### src/rtl/alu_dst_writeback.sv
// alu_dst_writeback: routes ALU results to a buffered register-file write,
// a negated register-file write, the flag register, or discard.
// Register writes drain in order through a small FIFO. Flag updates bypass it.
module alu_dst_writeback #(
  parameter int DW     = 8,
  parameter int ADDR_W = 4,
  parameter int DEPTH  = 2
) (
  input  logic              CLK,
  input  logic              reset,
  input  logic              in_valid,
  output logic              in_ready,
  input  logic [DW-1:0]     alu_result,
  input  logic [1:0]        Sel_Dst,
  input  logic [ADDR_W-1:0] dst_addr,
  output logic              rf_wr_en,
  output logic [ADDR_W-1:0] rf_wr_addr,
  output logic [DW-1:0]     rf_wr_data,
  input  logic              rf_wr_ready,
  output logic [DW-1:0]     fl_out,
  output logic              wb_pending
);

  localparam int PW = (DEPTH > 1) ? $clog2(DEPTH) : 1;
  localparam int CW = $clog2(DEPTH + 1);

  typedef enum logic [1:0] {
    DST_REG     = 2'b00,
    DST_REG_NEG = 2'b01,
    DST_FLAG    = 2'b10,
    DST_DISCARD = 2'b11
  } dst_sel_e;

  logic [ADDR_W-1:0] addr_mem [DEPTH];
  logic [DW-1:0]     data_mem [DEPTH];
  logic [PW-1:0]     wr_ptr;
  logic [PW-1:0]     rd_ptr;
  logic [CW-1:0]     count;
  logic [DW-1:0]     fl;

  dst_sel_e          sel;
  logic              accept;
  logic              push;
  logic              pop;
  logic              fl_wr;
  logic [DW-1:0]     push_data;

  // Handshake and routing decode; in_ready depends only on registered count.
  always_comb begin
    sel       = dst_sel_e'(Sel_Dst);
    in_ready  = (count < CW'(DEPTH));
    accept    = in_valid & in_ready;
    push      = accept & ((sel == DST_REG) | (sel == DST_REG_NEG));
    fl_wr     = accept & (sel == DST_FLAG);
    pop       = (count != '0) & rf_wr_ready;
    push_data = (sel == DST_REG_NEG) ? (~alu_result + DW'(1)) : alu_result;
  end

  // FIFO storage, pointers and occupancy.
  always_ff @(posedge CLK or posedge reset) begin
    if (reset) begin
      for (int unsigned i = 0; i < DEPTH; i++) begin
        addr_mem[i] <= '0;
        data_mem[i] <= '0;
      end
      wr_ptr <= '0;
      rd_ptr <= '0;
      count  <= '0;
    end else begin
      if (push) begin
        addr_mem[wr_ptr] <= dst_addr;
        data_mem[wr_ptr] <= push_data;
        wr_ptr           <= wr_ptr + PW'(1);
      end
      if (pop) begin
        rd_ptr <= rd_ptr + PW'(1);
      end
      case ({push, pop})
        2'b10:   count <= count + CW'(1);
        2'b01:   count <= count - CW'(1);
        default: count <= count;
      endcase
    end
  end

  // Flag register updates at acceptance, independent of pending writes.
  always_ff @(posedge CLK or posedge reset) begin
    if (reset) begin
      fl <= '0;
    end else if (fl_wr) begin
      fl <= alu_result;
    end
  end

  // Outputs are selected purely from registered state.
  always_comb begin
    rf_wr_en   = (count != '0);
    wb_pending = (count != '0);
    rf_wr_addr = addr_mem[rd_ptr];
    rf_wr_data = data_mem[rd_ptr];
    fl_out     = fl;
  end

endmodule

### config.mk
export PLATFORM = sky130hd
export DESIGN_NAME = alu_dst_writeback
export DESIGN_NICKNAME = d
export VERILOG_FILES = /design/src/rtl/alu_dst_writeback.sv
export SDC_FILE = /design/constraint.sdc
export NUM_CORES = 1
export LEC_CHECK = 0
export BUFFER_PORTS_ARGS = -buffer_cell sky130_fd_sc_hd__buf_2
export CELL_PAD_IN_SITES_DETAIL_PLACEMENT = 0
export CELL_PAD_IN_SITES_GLOBAL_PLACEMENT = 2
export CORE_UTILIZATION = 24
export CTS_BUF_LIST = sky130_fd_sc_hd__clkbuf_8 sky130_fd_sc_hd__clkbuf_16
export DETAILED_ROUTE_END_ITERATION = 7
export PLACE_DENSITY = 0.66
export SLEW_MARGIN = 5
export SYNTH_ARGS = -nofsm -noshare
export SYNTH_HDL_FRONTEND = slang
export SYNTH_SLANG_ARGS = --single-unit
### constraint.sdc
create_clock -name CLK -period 3.1 [get_ports CLK]
set_input_delay 0.62 -clock CLK [delete_from_list [all_inputs] [get_ports CLK]]
set_output_delay 0.62 -clock CLK [all_outputs]
set_load 0.01 [all_outputs]
==> impl_metrics.env, run 1 <==
export IMPL_setup_violations=0
export IMPL_place_inst=280
export IMPL_slew_viol_final=0
export IMPL_grt_max_degree=27
export IMPL_htree_levels=2
export IMPL_reg2reg_slack_ps=1520
export IMPL_drc=0
export IMPL_root_buffer="clkbuf_8"
export IMPL_clock_skew_ps=6.45
export IMPL_clk_latency_ps=290
export IMPL_synth_top_area_share_pct=52.3
export IMPL_antenna_left=0
export IMPL_fin_area_um2=2090
export IMPL_cts_buffer_depth=2
export IMPL_endpoint_kind="primary output"
export IMPL_antenna_found_initial=0
export IMPL_grt_pass1_wl_mm=6.15
export IMPL_grt_total_usage_pct=10.7
export IMPL_final_hold_viol_count=0
export IMPL_dpl_instance_area_um2=2000
export IMPL_grt_overflow=0
export IMPL_fin_nets=211
export IMPL_worst_slack_ps=947
export IMPL_power_per_cell_area_nw_per_um2=960
export IMPL_critPathArrivalTime_ps=1530
export IMPL_synth_commonest_cells="36 x dfrtp_1, 25 x mux2_2, 21 x nand2_1"
export IMPL_peakVddDrop_v=0.000351
export IMPL_synth_edff_count=0
export IMPL_synthCells=149
export IMPL_n_antenna_cell=0
export IMPL_rsz0062_at_grt="no"
export IMPL_postCtsHoldBufs=0
export IMPL_dp_hpwl_mm=2.61
export IMPL_io_pins=41
export IMPL_ys_top_cells_by_area="dfrtp_1 52%, mux2_2 16%, xnor2_1 5.1%"
export IMPL_crit_type="register to primary output"
export IMPL_fin_tns_setup_ps=0
export IMPL_period_needed_ps=2150
export IMPL_stdcell_count=288
export IMPL_fin_crit_sh_pct=69.5
export IMPL_drive_gt1_share_pct=43.2
export IMPL_yosysMostFrequentCell="dfrtp_1"
export IMPL_dr_total_vias=1172
export IMPL_postCtsSetupRepairBufs=0
export IMPL_yosys_most_used_dff="dfrtp_1"
export IMPL_syn_area_um2=1720
export IMPL_async_flop_share_pct=100
export IMPL_first_iter_violations=47
export IMPL_p_leak_uw=0.000979
export IMPL_num_rows=30
export IMPL_drt_wl_total_mm=3.52
export IMPL_worst_slew_pin_slew_ps=656
export IMPL_path_cells="mux2_2 > buf_2"
export IMPL_start_util_pct=25.1
export IMPL_synth_seq_cells=36
export IMPL_ctsResizeCount=0
export IMPL_status="complete, no violations"
export IMPL_numPortBuffers=40
export IMPL_start_kind="register"
export IMPL_cts_buffers=5
export IMPL_synth_cell_type_count=27
export IMPL_hold_path_class="input pin to asynchronous set/reset pin"
export IMPL_synth_seq_area_share_pct=52.3
export IMPL_maxCapViolCount=0
export IMPL_yosysTopAreaCell="dfrtp_1"
export IMPL_wl_per_cell_um=12.2
export IMPL_die_area_um2=7520
export IMPL_slowest_stage="dfrtp_1"
export IMPL_syn_to_final_growth_pct=21.4
export IMPL_cts_tree="done"
export IMPL_yosys_warnings=0
export IMPL_avgSynthCellArea_um2=11.6
export IMPL_max_stage_delay_ps=710
export IMPL_cts_sinks=36
export IMPL_core_area_um2=6870
export IMPL_cp_max_fo=13
export IMPL_drtPass1Iterations=4
export IMPL_die_w_um=86.7
export IMPL_vias_per_cell=4.07
export IMPL_worst_ep_required_time_ps=2480
export IMPL_clock_fmax_mhz=464
export IMPL_clk_pin_slew_worst_paths_ps=70
export IMPL_gp_congestion=0.632
export IMPL_grt_pass1_vias=1261
export IMPL_die_h_um=86.7
export IMPL_relSlewSlack_pct=56.2
export IMPL_place_ws_ps=1150
export IMPL_synth_fp_nets=169
-- critical path: cells and delay by family, from the launching register on --
family	cells	cell delay [ps]
flip-flops	1	710
multiplexers	1	400
buffers and inverters	1	140
-- power breakdown --
part           switching [µW]  internal (µW)
logic                     366            430
registers                 172            704
clock network             162            175
total                     701           1310
-- sequential cells by signal (all words and copies together) (netlist names) --
signal	flops
count	2
addr_mem	8
fl_out	8
data_mem	16
wr_ptr	1
rd_ptr	1
-- metal layers --
layer | track usage (%) | up-vias | wire [µm]
met5 | 0 | - | 0
met4 | 4.09 | 0 | 54
met3 | 3.33 | 6 | 185
met2 | 16.7 | 31 | 1600
met1 | 14.0 | 553 | 1680
li1 | - | 582 | -
-- cell usage in the layout, fill, tap and decap left out, types with 4 or more instances in the layout --
master	n
nor2_1	12
dfrtp_1	36
inv_1	6
buf_2	40
xnor2_1	10
o21ai_0	9
a21oi_1	4
mux2_2	25
a21oi_2	4
nand2_1	21
clkbuf_8	6
-- metrics by stage --
step / power [µW] / hold WS [ps] / utilization [%]
global placement: 1700 / 460 / 29.1
CTS: 2050 / 317 / 30.5
finish: 2010 / 307 / 30.5
global route: 2180 / 342 / 30.5
detailed placement: 1700 / 460 / 29.1
floorplan: 1420 / 440 / -
-- cell type report --
type / instances / area (µm²)
timing repair buffer: 42 / 215
multi-input combinational: 101 / 747
sequential: 36 / 901
clock buffer: 6 / 82.6
fill: 743 / 4780
clock inverter: 2 / 7.51
inverter: 5 / 18.8
tap: 96 / 120
-- worst paths after layout --
kind                            cells after the start                       end                    start
worst max-delay path                                2             rf_wr_data[6]       rd_ptr$_DFFE_PP0P_
worst min-delay path                                2      count[0]$_DFFE_PP0P_                    reset
worst max register to register                      4   addr_mem[4]$_DFFE_PP0P_     count[1]$_DFFE_PP0P_
worst min register to register                      2   addr_mem[0]$_DFFE_PP0P_  addr_mem[0]$_DFFE_PP0P_
max in group asynchronous                           3  data_mem[11]$_DFFE_PP0P_                    reset
min in group CLK                                    2   addr_mem[0]$_DFFE_PP0P_  addr_mem[0]$_DFFE_PP0P_
-- cell families after synthesis --
family          Yosys count  synth area share, %
simple gates             42                 12.1
buf+inv                  12                 4.36
fa+ha+maj                 2                 1.45
mux                      26                 16.9
xor+xnor                 11                 5.59
flops                    36                 52.3
compound gates           20                 7.26
Power figures use the tool's default switching activity.
==> inputs of run 2 (changes only) <==
--- a/config.mk
+++ b/config.mk
@@ -11,7 +11,7 @@
 export CORE_UTILIZATION = 24
 export CTS_BUF_LIST = sky130_fd_sc_hd__clkbuf_8 sky130_fd_sc_hd__clkbuf_16
 export DETAILED_ROUTE_END_ITERATION = 7
-export PLACE_DENSITY = 0.66
+export PLACE_DENSITY = 0.68
 export SLEW_MARGIN = 5
 export SYNTH_ARGS = -nofsm -noshare
 export SYNTH_HDL_FRONTEND = slang
==> constraint.sdc (replaced) <==
create_clock -name CLK -period 1.8 [get_ports CLK]
set_input_delay 0.36 -clock CLK [delete_from_list [all_inputs] [get_ports CLK]]
set_output_delay 0.36 -clock CLK [all_outputs]
set_load 0.01 [all_outputs]
==> run 2 against run 1 <==
Register-to-register slack worse by 1300 ps. Largest power group is now combinational logic. Clock power is 110% higher. Core utilization is 0.76 points higher. Final cell count is 1.0% higher. Critical path depth is 1 higher. Non-clock buffer count is 3 higher.
==> impl_metrics.env, run 2 (synthesized netlist as in run 1, its figures left out) <==
export IMPL_num_rows=30
export IMPL_worst_ep_required_time_ps=1440
export IMPL_largest_reg_flops=16
export IMPL_die_w_um=86.7
export IMPL_crit_type="register to primary output"
export IMPL_grt_overflow=0
export IMPL_start_util_pct=25.1
export IMPL_p_leak_uw=0.00100
export IMPL_crit_start="rd_ptr$_DFFE_PP0P_"
export IMPL_power_per_cell_area_nw_per_um2=1690
export IMPL_layout_common_cells="40 x buf_2, 36 x dfrtp_1, 25 x mux2_2"
export IMPL_r2r_start="count[0]$_DFFE_PP0P_"
export IMPL_critPathArrivalTime_ps=1350
export IMPL_postCtsSetupRepairBufs=0
export IMPL_start_kind="register"
export IMPL_num_fill_cells=721
export IMPL_numPortBuffers=40
export IMPL_largest_register="data_mem"
export IMPL_core_area_um2=6870
export IMPL_grt_max_degree=37
export IMPL_cp_max_fo=12
export IMPL_final_common_cell="buf_2"
export IMPL_peakVddDrop_v=0.000695
export IMPL_fin_crit_sh_pct=94.9
export IMPL_cts_tree="done"
export IMPL_rsz0062_at_grt="no"
export IMPL_dr_total_vias=1160
export IMPL_multi_input_area_um2=747
export IMPL_clock_fmax_mhz=585
export IMPL_fin_tns_setup_ps=0
export IMPL_io_pins=41
export IMPL_slew_viol_final=0
export IMPL_gp_congestion=0.695
export IMPL_period_needed_ps=1710
export IMPL_relSlewSlack_pct=68.6
export IMPL_vias_per_cell=3.99
export IMPL_grt_total_usage_pct=10.2
export IMPL_ctsResizeCount=0
export IMPL_worst_slew_pin_slew_ps=470
export IMPL_dp_hpwl_mm=2.54
export IMPL_power_uw=3630
export IMPL_maxCapViolCount=0
export IMPL_grt_pass1_wl_mm=5.78
export IMPL_antenna_found_initial=0
export IMPL_drt_wl_total_mm=3.55
export IMPL_cts_sinks=36
export IMPL_drc=0
export IMPL_antenna_left=0
export IMPL_final_hold_viol_count=0
export IMPL_clock_skew_ps=5.19
export IMPL_grt_pass1_vias=1170
export IMPL_setup_violations=0
export IMPL_postCtsHoldBufs=0
export IMPL_drtPass1Iterations=2
export IMPL_first_iter_violations=50
export IMPL_syn_to_final_growth_pct=24.5
export IMPL_die_h_um=86.7
export IMPL_clk_latency_ps=290
export IMPL_drive_gt1_share_pct=44.6
export IMPL_cts_buffer_depth=2
export IMPL_wl_per_cell_um=12.2
export IMPL_hold_path_class="input pin to asynchronous set/reset pin"
export IMPL_root_buffer="clkbuf_8"
export IMPL_die_area_um2=7520
export IMPL_clk_pin_slew_worst_paths_ps=70
export IMPL_htree_levels=2
export IMPL_endpoint_kind="primary output"
export IMPL_fin_nets=214
export IMPL_regArea_um2=901
export IMPL_cts_buffers=5
export IMPL_n_antenna_cell=0
export IMPL_status="complete, no violations"
-- run 2: cell types whose count changed in the layout (fill, tap and decap cells not counted) --
cell,before,now
bufinv_16,0,1
inv_1,6,5
clkinv_2,0,1
buf_4,2,4
buf_12,0,1
clkbuf_8,6,5
-- run 2: where the power goes --
group / switching [µW] / internal [µW]
sequential: 231 / 1210
combinational: 703 / 793
clock: 290 / 405
total: 1220 / 2410
-- run 2: path summary, 6_finish.rpt --
kind / endpoint / slack [ps] / cells after the start
setup / recovery: rf_wr_data[6] / 90 / 3
hold reg to reg: data_mem[4]$_DFFE_PP0P_ / 480 / 2
max in group asynchronous: data_mem[5]$_DFFE_PP0P_ / 1300 / 3
min in group CLK: addr_mem[3]$_DFFE_PP0P_ / 290 / 3
setup reg to reg: count[1]$_DFFE_PP0P_ / 240 / 5
hold / removal: fl_out[4]$_DFFE_PP0P_ / 170 / 3
-- run 2: routing by layer --
metal	global-route usage, %	up-vias	part of all wire, %
met3	3.05	5	5.2
met4	4.55	0	1.1
met2	14.4	29	43
met5	0	-	0
met1	14.4	534	51
li1	-	592	-
-- run 2: final cells by class --
class,instances,share of cell area (%)
tap,96,5.60
timing repair buffer,45,11.7
clock buffer,5,3.21
clock inverter,3,1.81
sequential,36,42.0
inverter,5,0.875
multi-input combinational,101,34.8
-- run 2: per-stage QoR --
stage / setup WS [ps] / hold WS, ps / instance area [µm²] / utilization, % / instances
floorplan: 270 / 440 / 1720 / - / 149
global placement: 255 / 454 / 2040 / 29.7 / 283
detailed placement: 216 / 459 / 2040 / 29.7 / 283
CTS: 57.5 / 183 / 2140 / 31.2 / 291
global route: 22.2 / 233 / 2140 / 31.2 / 291
finish: 91.9 / 173 / 2140 / 31.2 / 291
-- run 2: worst max-delay path, stage by stage, from the launching register on --
cell,delay (ps)
dfrtp_1,410
buf_12,160
mux2_2,350
buf_2,140
